$ cat config.mk
export PLATFORM = sky130hd
export DESIGN_NAME = clock_display_scan
export DESIGN_NICKNAME = d
export VERILOG_FILES = /design/src/rtl/clock_disp_pkg.sv /design/src/rtl/seg7_decode.sv /design/src/rtl/clock_display_scan.sv
export SDC_FILE = /design/constraint.sdc
export NUM_CORES = 1
export LEC_CHECK = 0
export ABC_AREA = 0
export CAP_MARGIN = 20
export CORE_MARGIN = 1
export CORE_UTILIZATION = 58
export DETAILED_ROUTE_END_ITERATION = 7
export DONT_BUFFER_PORTS = 1
export PLACE_DENSITY = 0.76
export RECOVER_POWER = 25
export REMOVE_ABC_BUFFERS = 1
export SLEW_MARGIN = 25
export SYNTH_ARGS = -nofsm -noshare
export SYNTH_HDL_FRONTEND = slang
export SYNTH_HIERARCHICAL = 1
export SYNTH_SLANG_ARGS = --single-unit
$ cat constraint.sdc
create_clock -name clk -period 5.4 [get_ports clk]
set_clock_uncertainty 0.2 [all_clocks]
set_input_delay 1.62 -clock clk [delete_from_list [all_inputs] [get_ports clk]]
set_output_delay 1.62 -clock clk [all_outputs]
set_load 0.02 [all_outputs]
$ cat src/rtl/clock_disp_pkg.sv
// Shared constants, digit-slot enum and BCD helper for the clock display scanner.
// Segment patterns are active-low, ordered {g,f,e,d,c,b,a}.
package clock_disp_pkg;

    localparam int NUM_DIGITS = 6;

    localparam logic [6:0] SEG_BLANK = 7'b1111111;
    localparam logic [6:0] SEG_DASH  = 7'b0111111;

    localparam logic [6:0] SEG_DIGIT [0:9] = '{
        7'b1000000, 7'b1111001, 7'b0100100, 7'b0110000, 7'b0011001,
        7'b0010010, 7'b0000010, 7'b1111000, 7'b0000000, 7'b0010000
    };

    localparam logic [3:0] CODE_DASH  = 4'd10;
    localparam logic [3:0] CODE_BLANK = 4'd15;

    typedef enum logic [2:0] {
        DIG_SEC_ONES  = 3'd0,
        DIG_SEC_TENS  = 3'd1,
        DIG_MIN_ONES  = 3'd2,
        DIG_MIN_TENS  = 3'd3,
        DIG_HOUR_ONES = 3'd4,
        DIG_HOUR_TENS = 3'd5
    } digit_idx_e;

    // {tens, ones} of a 0..63 value; only meaningful for values up to 99
    function automatic logic [7:0] bcd_pair(input logic [5:0] v);
        return {4'(v / 6'd10), 4'(v % 6'd10)};
    endfunction

endpackage

$ cat src/rtl/seg7_decode.sv
// 4-bit digit code to active-low seven-segment pattern.
// Codes 0-9 are digits, 10 is a dash, anything else is blank.
module seg7_decode
    import clock_disp_pkg::*;
(
    input  logic [3:0] code,
    output logic [6:0] pattern
);

    // code lookup
    always_comb begin
        pattern = SEG_BLANK;
        case (code)
            4'd0:      pattern = SEG_DIGIT[0];
            4'd1:      pattern = SEG_DIGIT[1];
            4'd2:      pattern = SEG_DIGIT[2];
            4'd3:      pattern = SEG_DIGIT[3];
            4'd4:      pattern = SEG_DIGIT[4];
            4'd5:      pattern = SEG_DIGIT[5];
            4'd6:      pattern = SEG_DIGIT[6];
            4'd7:      pattern = SEG_DIGIT[7];
            4'd8:      pattern = SEG_DIGIT[8];
            4'd9:      pattern = SEG_DIGIT[9];
            CODE_DASH: pattern = SEG_DASH;
            default:   pattern = SEG_BLANK;
        endcase
    end

endmodule

$ cat src/rtl/clock_display_scan.sv
// Six-digit multiplexed HH.MM.SS display driver with per-frame input snapshot,
// anti-ghosting blank window and edit-mode blink of the hour/minute digits.
module clock_display_scan
    import clock_disp_pkg::*;
#(
    parameter int CLK_FRQ    = 100000000,
    parameter int REFRESH_HZ = 1000,
    parameter int BLANK_CYC  = 16,
    parameter int BLINK_HZ   = 2
)(
    input  logic       clk,
    input  logic       rst_n,
    input  logic [5:0] second,
    input  logic [5:0] minute,
    input  logic [4:0] hour,
    input  logic       idle_mode,
    input  logic       run_mode,
    input  logic       edit_mode,
    output logic [5:0] an,
    output logic [6:0] seg,
    output logic       dp
);

    localparam int DIGIT_CYC = CLK_FRQ / (REFRESH_HZ * NUM_DIGITS);
    localparam int BLINK_CYC = CLK_FRQ / (2 * BLINK_HZ);
    localparam int DIV_W     = $clog2(DIGIT_CYC);
    localparam int BLK_W     = $clog2(BLINK_CYC);

    logic [DIV_W-1:0] div_r, div_next_s;
    digit_idx_e       idx_r, idx_next_s, idx_adv_s;
    logic             wrap_s, first_r, take_s;
    logic [5:0]       snap_sec_r, snap_min_r, snap_sec_next_s, snap_min_next_s;
    logic [4:0]       snap_hour_r, snap_hour_next_s;
    logic             snap_run_r, snap_edit_r, snap_run_next_s, snap_edit_next_s;
    logic [BLK_W-1:0] blink_cnt_r, blink_cnt_next_s;
    logic             blink_on_r, blink_on_next_s, edit_prev_r, edit_rise_s;
    logic [7:0]       sec_bcd_s, min_bcd_s, hour_bcd_s;
    logic             sec_ok_s, min_ok_s, hour_ok_s, hm_blank_s;
    logic [3:0]       code_s;
    logic [6:0]       pat_s, seg_next_s;
    logic [5:0]       an_next_s;
    logic             dp_next_s;
    logic [5:0]       an_r;
    logic [6:0]       seg_r;
    logic             dp_r;
    logic             unused_idle_s;

    assign unused_idle_s = idle_mode;
    assign an  = an_r;
    assign seg = seg_r;
    assign dp  = dp_r;

    // slot divider, digit index and frame snapshot selection
    always_comb begin
        wrap_s     = (div_r == DIV_W'(DIGIT_CYC - 1));
        div_next_s = div_r + DIV_W'(1);
        idx_next_s = idx_r;
        case (idx_r)
            DIG_SEC_ONES:  idx_adv_s = DIG_SEC_TENS;
            DIG_SEC_TENS:  idx_adv_s = DIG_MIN_ONES;
            DIG_MIN_ONES:  idx_adv_s = DIG_MIN_TENS;
            DIG_MIN_TENS:  idx_adv_s = DIG_HOUR_ONES;
            DIG_HOUR_ONES: idx_adv_s = DIG_HOUR_TENS;
            default:       idx_adv_s = DIG_SEC_ONES;
        endcase
        if (wrap_s) begin
            div_next_s = '0;
            idx_next_s = idx_adv_s;
        end else begin
            div_next_s = div_r + DIV_W'(1);
            idx_next_s = idx_r;
        end
        take_s           = first_r | (wrap_s & (idx_r == DIG_HOUR_TENS));
        snap_sec_next_s  = take_s ? second    : snap_sec_r;
        snap_min_next_s  = take_s ? minute    : snap_min_r;
        snap_hour_next_s = take_s ? hour      : snap_hour_r;
        snap_run_next_s  = take_s ? run_mode  : snap_run_r;
        snap_edit_next_s = take_s ? edit_mode : snap_edit_r;
    end

    // blink phase: a fresh edit entry restarts the phase ON, beating any pending toggle
    always_comb begin
        edit_rise_s      = edit_mode & ~edit_prev_r;
        blink_cnt_next_s = blink_cnt_r;
        blink_on_next_s  = blink_on_r;
        if (edit_rise_s) begin
            blink_cnt_next_s = '0;
            blink_on_next_s  = 1'b1;
        end else if (blink_cnt_r == BLK_W'(BLINK_CYC - 1)) begin
            blink_cnt_next_s = '0;
            blink_on_next_s  = ~blink_on_r;
        end else begin
            blink_cnt_next_s = blink_cnt_r + BLK_W'(1);
            blink_on_next_s  = blink_on_r;
        end
    end

    // digit code for the slot that will be shown after this edge
    always_comb begin
        sec_bcd_s  = bcd_pair(snap_sec_next_s);
        min_bcd_s  = bcd_pair(snap_min_next_s);
        hour_bcd_s = bcd_pair({1'b0, snap_hour_next_s});
        sec_ok_s   = (snap_sec_next_s <= 6'd59);
        min_ok_s   = (snap_min_next_s <= 6'd59);
        hour_ok_s  = (snap_hour_next_s <= 5'd12);
        hm_blank_s = snap_edit_next_s & ~blink_on_next_s;
        code_s     = CODE_BLANK;
        case (idx_next_s)
            DIG_SEC_ONES:  code_s = sec_ok_s ? sec_bcd_s[3:0] : CODE_DASH;
            DIG_SEC_TENS:  code_s = sec_ok_s ? sec_bcd_s[7:4] : CODE_DASH;
            DIG_MIN_ONES:  code_s = hm_blank_s ? CODE_BLANK :
                                    (min_ok_s ? min_bcd_s[3:0] : CODE_DASH);
            DIG_MIN_TENS:  code_s = hm_blank_s ? CODE_BLANK :
                                    (min_ok_s ? min_bcd_s[7:4] : CODE_DASH);
            DIG_HOUR_ONES: code_s = hm_blank_s ? CODE_BLANK :
                                    (hour_ok_s ? hour_bcd_s[3:0] : CODE_DASH);
            DIG_HOUR_TENS: code_s = hm_blank_s ? CODE_BLANK :
                                    (!hour_ok_s ? CODE_DASH :
                                    ((snap_hour_next_s < 5'd10) ? CODE_BLANK : hour_bcd_s[7:4]));
            default:       code_s = CODE_BLANK;
        endcase
    end

    seg7_decode u_decode (
        .code    (code_s),
        .pattern (pat_s)
    );

    // drive pattern, anode and point together so the active digit never glitches
    always_comb begin
        an_next_s  = 6'b111111;
        seg_next_s = SEG_BLANK;
        dp_next_s  = 1'b1;
        if (div_next_s < DIV_W'(BLANK_CYC)) begin
            an_next_s  = 6'b111111;
            seg_next_s = SEG_BLANK;
            dp_next_s  = 1'b1;
        end else begin
            an_next_s  = ~(6'b000001 << idx_next_s);
            seg_next_s = pat_s;
            dp_next_s  = ~(snap_run_next_s & ((idx_next_s == DIG_MIN_ONES) ||
                                              (idx_next_s == DIG_HOUR_ONES)));
        end
    end

    // state and output registers
    always_ff @(posedge clk or negedge rst_n) begin
        if (!rst_n) begin
            div_r       <= '0;
            idx_r       <= DIG_SEC_ONES;
            first_r     <= 1'b1;
            snap_sec_r  <= 6'd0;
            snap_min_r  <= 6'd0;
            snap_hour_r <= 5'd0;
            snap_run_r  <= 1'b0;
            snap_edit_r <= 1'b0;
            blink_cnt_r <= '0;
            blink_on_r  <= 1'b1;
            edit_prev_r <= 1'b0;
            an_r        <= 6'b111111;
            seg_r       <= SEG_BLANK;
            dp_r        <= 1'b1;
        end else begin
            div_r       <= div_next_s;
            idx_r       <= idx_next_s;
            first_r     <= 1'b0;
            snap_sec_r  <= snap_sec_next_s;
            snap_min_r  <= snap_min_next_s;
            snap_hour_r <= snap_hour_next_s;
            snap_run_r  <= snap_run_next_s;
            snap_edit_r <= snap_edit_next_s;
            blink_cnt_r <= blink_cnt_next_s;
            blink_on_r  <= blink_on_next_s;
            edit_prev_r <= edit_mode;
            an_r        <= an_next_s;
            seg_r       <= seg_next_s;
            dp_r        <= dp_next_s;
        end
    end

endmodule

==> results.yml <==
floorplan:
  pin_count: 36
  num_rows: 33
  initial_core_util_pct: 60.7
  die_area_sq_um: 9110
  coreArea_sq_um: 8340
  die_h_microns: 95.4
  die-width_microns: 95.4
timing:
  min_period_over_period_pct: 94.4
  fmax_mhz: 196
  maxSlewHeadroom_pct: 47.4
  fin_crit_ns: 5.10
  final_hold_viol_count: 0
  slew_violations: 0
  setup_viol: 0
  worstMarginPinSlew_ns: 0.787
  holdWs_ns: 0.284
  rsz0062_at_grt: "no"
  tns_ns: 0
setup_path:
  cpPeakStageDelay_ns: 0.62
  required_ns: 5.49
  cp_slowest_cell: "or4_1"
  crit_top_cell: "ha_1"
  start_kind: "flip-flop"
  crit_chain: "ha_1 > nor4b_4 > and4_4 > a21oi_4 > mux2i_1 > ha_1 > o311a_2 > and2_4 > a221o_1 > a311oi_1 > a211oi_1 > or4_1 > buf_4 > nand2b_1 > a21oi_2 > a31oi_1 > or2_2"
  worstPathMaxFanout: 9
  cp.arrival_ns: 5.19
  cp.buffers_inverters: 1
  cp-end-kind: "flip-flop"
  critPathKind: "reg -> reg"
  crit_family: "compound AO/OA/AOI/OAI gates"
yosys:
  avgSynthCellArea_sq_um: 9.03
  ys_types: 82
  synth_edf_count: 0
  netlist_area_sq_um: 5060
  synthFlopType: "dfrtp_1"
  yosysSeqAreaShare_pct: 39.4
  async_flop_share_pct: 100
  synth_top_area_share_pct: 31.1
  yosysWarnings: 6
  synth.largest_area_cell: "dfrtp_1"
  synth.area.top_cells: "dfrtp_1, dfstp_2, nor2_1"
  ys_ff_latch: 79
  syn_inst: 561
finish:
  finalInstanceArea_sq_um: 5500
  layout-drive-gt1-share_pct: 16.1
  antennaDiodeCount: 0
  nets: 619
  area.growth.synth_to_final_pct: 8.62
clocking:
  clk_latency_ns: 0.36
  htree_levels: 3
  root_buffer: "clkbuf_8"
  clock_sinks: 79
  max-clock-path-buffers: 2
  numCtsBuffers: 9
  cts_tree: "yes"
  clkTransAtPathRegs_ns: 0.09
placed_design:
  io_buffers: 0
  place_hpwl_microns: 8490
  placed_area_sq_um: 5270
  gp_congestion: 0.974
grt:
  antenna_found_initial: 0
  grt_pass1_wl_microns: 19200
  gr-total-overflow: 0
  grt_pass1_vias: 4079
  gr-usage-all-layers_pct: 27.6
  grt_max_degree: 80
detailed_routing:
  vias: 4165
  drc: 0
  firstDrtPassIters: 4
  ant_nets: 0
  viasPerCell: 6.04
  drt_iter0_markers: 179
  drt_wl_total_microns: 11700
  wl_per_cell_microns: 17.0
pwr:
  power_uw: 1580
  ir_drop_mv: 0.161
  p_leak_uw: 0.00235
  p_per_area_nw_per_um2: 287
min_path:
  min_path_type: "reg -> reg"
status:
  run_status: "finished clean"
run:
  drv_cap: 0
[metal layers]
metal	GRT usage [%]	vias to the layer above	share of wire [%]
li1	-	2046	-
met1	34.9	2002	45
met2	47.1	103	49
met3	4.07	14	4.7
met4	11.8	0	1.2
met5	0	-	0
[cell usage in the layout (no fill, tap or decap), types with 8 or more instances in the layout]
cell	count
nor2_1	69
dfrtp_1	62
nand2_1	57
nand3_1	28
inv_1	27
buf_4	25
xnor2_1	20
a21oi_1	20
o21ai_0	19
xor2_1	17
ha_1	17
dfstp_2	16
nand2b_1	13
nor3_1	13
nand4_1	11
or2_2	11
clkbuf_8	9
mux2i_1	8
[state kept, by name (all words and copies together) (netlist names), 3 cells and up]
name         flops
an               6
blink_cnt_r     25
seg              7
snap_sec_r       6
snap_hour_r      5
snap_min_r       6
div_r           15
idx_r            3
[repair_timing]
action	CTS	global route
resized for setup	0	3
setup endpoints to repair	0	5
hold buffers	0	0
setup buffers	0	2
[cell type report]
cell class	count	area [sq um]
Tap cell	105	131
Sequential cell	79	2000
Clock buffer	9	124
Clock inverter	7	88.8
Timing Repair Buffer	26	193
Multi-Input combinational cell	436	2860
Fill cell	723	2840
Inverter	28	105
[tightest hold or removal path, stage by stage (launching register included)]
cell	delay [ns]
dfrtp_1	0.36
nand2_1	0.05
nand2_1	0.05
[metrics by stage]
stage	setup slack, ns	instances	util [%]
final	0.301	690	65.9
after floorplan	0.154	543	-
after global placement	-0.0352	672	63.2
after CTS	0.269	688	65.7
after detailed placement	-0.104	672	63.2
after global routing	0.0197	690	65.9
[path summary, 6_finish.rpt]
kind | from | end | slack (ns) | cells past startpoint
min in group asynchronous | rst_n | snap_min_r[3] | 0.74 | 0
max in group asynchronous | rst_n | an[5] | 4.03 | 0
min | snap_min_r[0] | snap_min_r[0] | 0.28 | 2
max reg2reg | div_r[0] | seg[3] | 0.30 | 17
max | div_r[0] | seg[3] | 0.30 | 17
min reg2reg | snap_min_r[0] | snap_min_r[0] | 0.28 | 2
[cells by family (layout without fill, tap and decap cells)]
logic type | count (synthesis) | in the layout | synth area share, %
AOI/OAI and AO/OA | 108 | 108 | 15.3
xor gates and xnor gates | 37 | 37 | 6.40
adders and majority gates | 17 | 17 | 4.20
buffers and inverters | 46 | 70 | 4.15
DFF | 79 | 79 | 39.4
muxes | 17 | 17 | 4.05
other | 1 | 1 | 0.0741
and+or+nand+nor | 256 | 256 | 26.4
[power breakdown]
group          internal, uW  switching, uW  total (uW)
Clock                   223            251         474
Combinational           175            200         375
Sequential              665           67.3         732
[Yosys cell counts (all sizes together), types with 3 or more instances]
cell    count
a211oi      6
nand4      12
nand2      57
buf        11
or2        12
o21ai      24
inv        28
or4         3
a32oi       3
dfrtp      63
o31ai       3
dfstp      16
a21oi      23
mux2i      11
nand3b      5
o311a       3
nand2b     14
nor2       70
nor4        5
and3        7
xnor2      20
mux2        6
nor3b       5
o221ai      4
ha         17
nand3      28
nor3       13
xor2       17
a31oi       6
clkbuf      7
a311o       3
o211ai      7
nor4b       4
or3         5
and2        6
(Power assumes the default switching activity.)
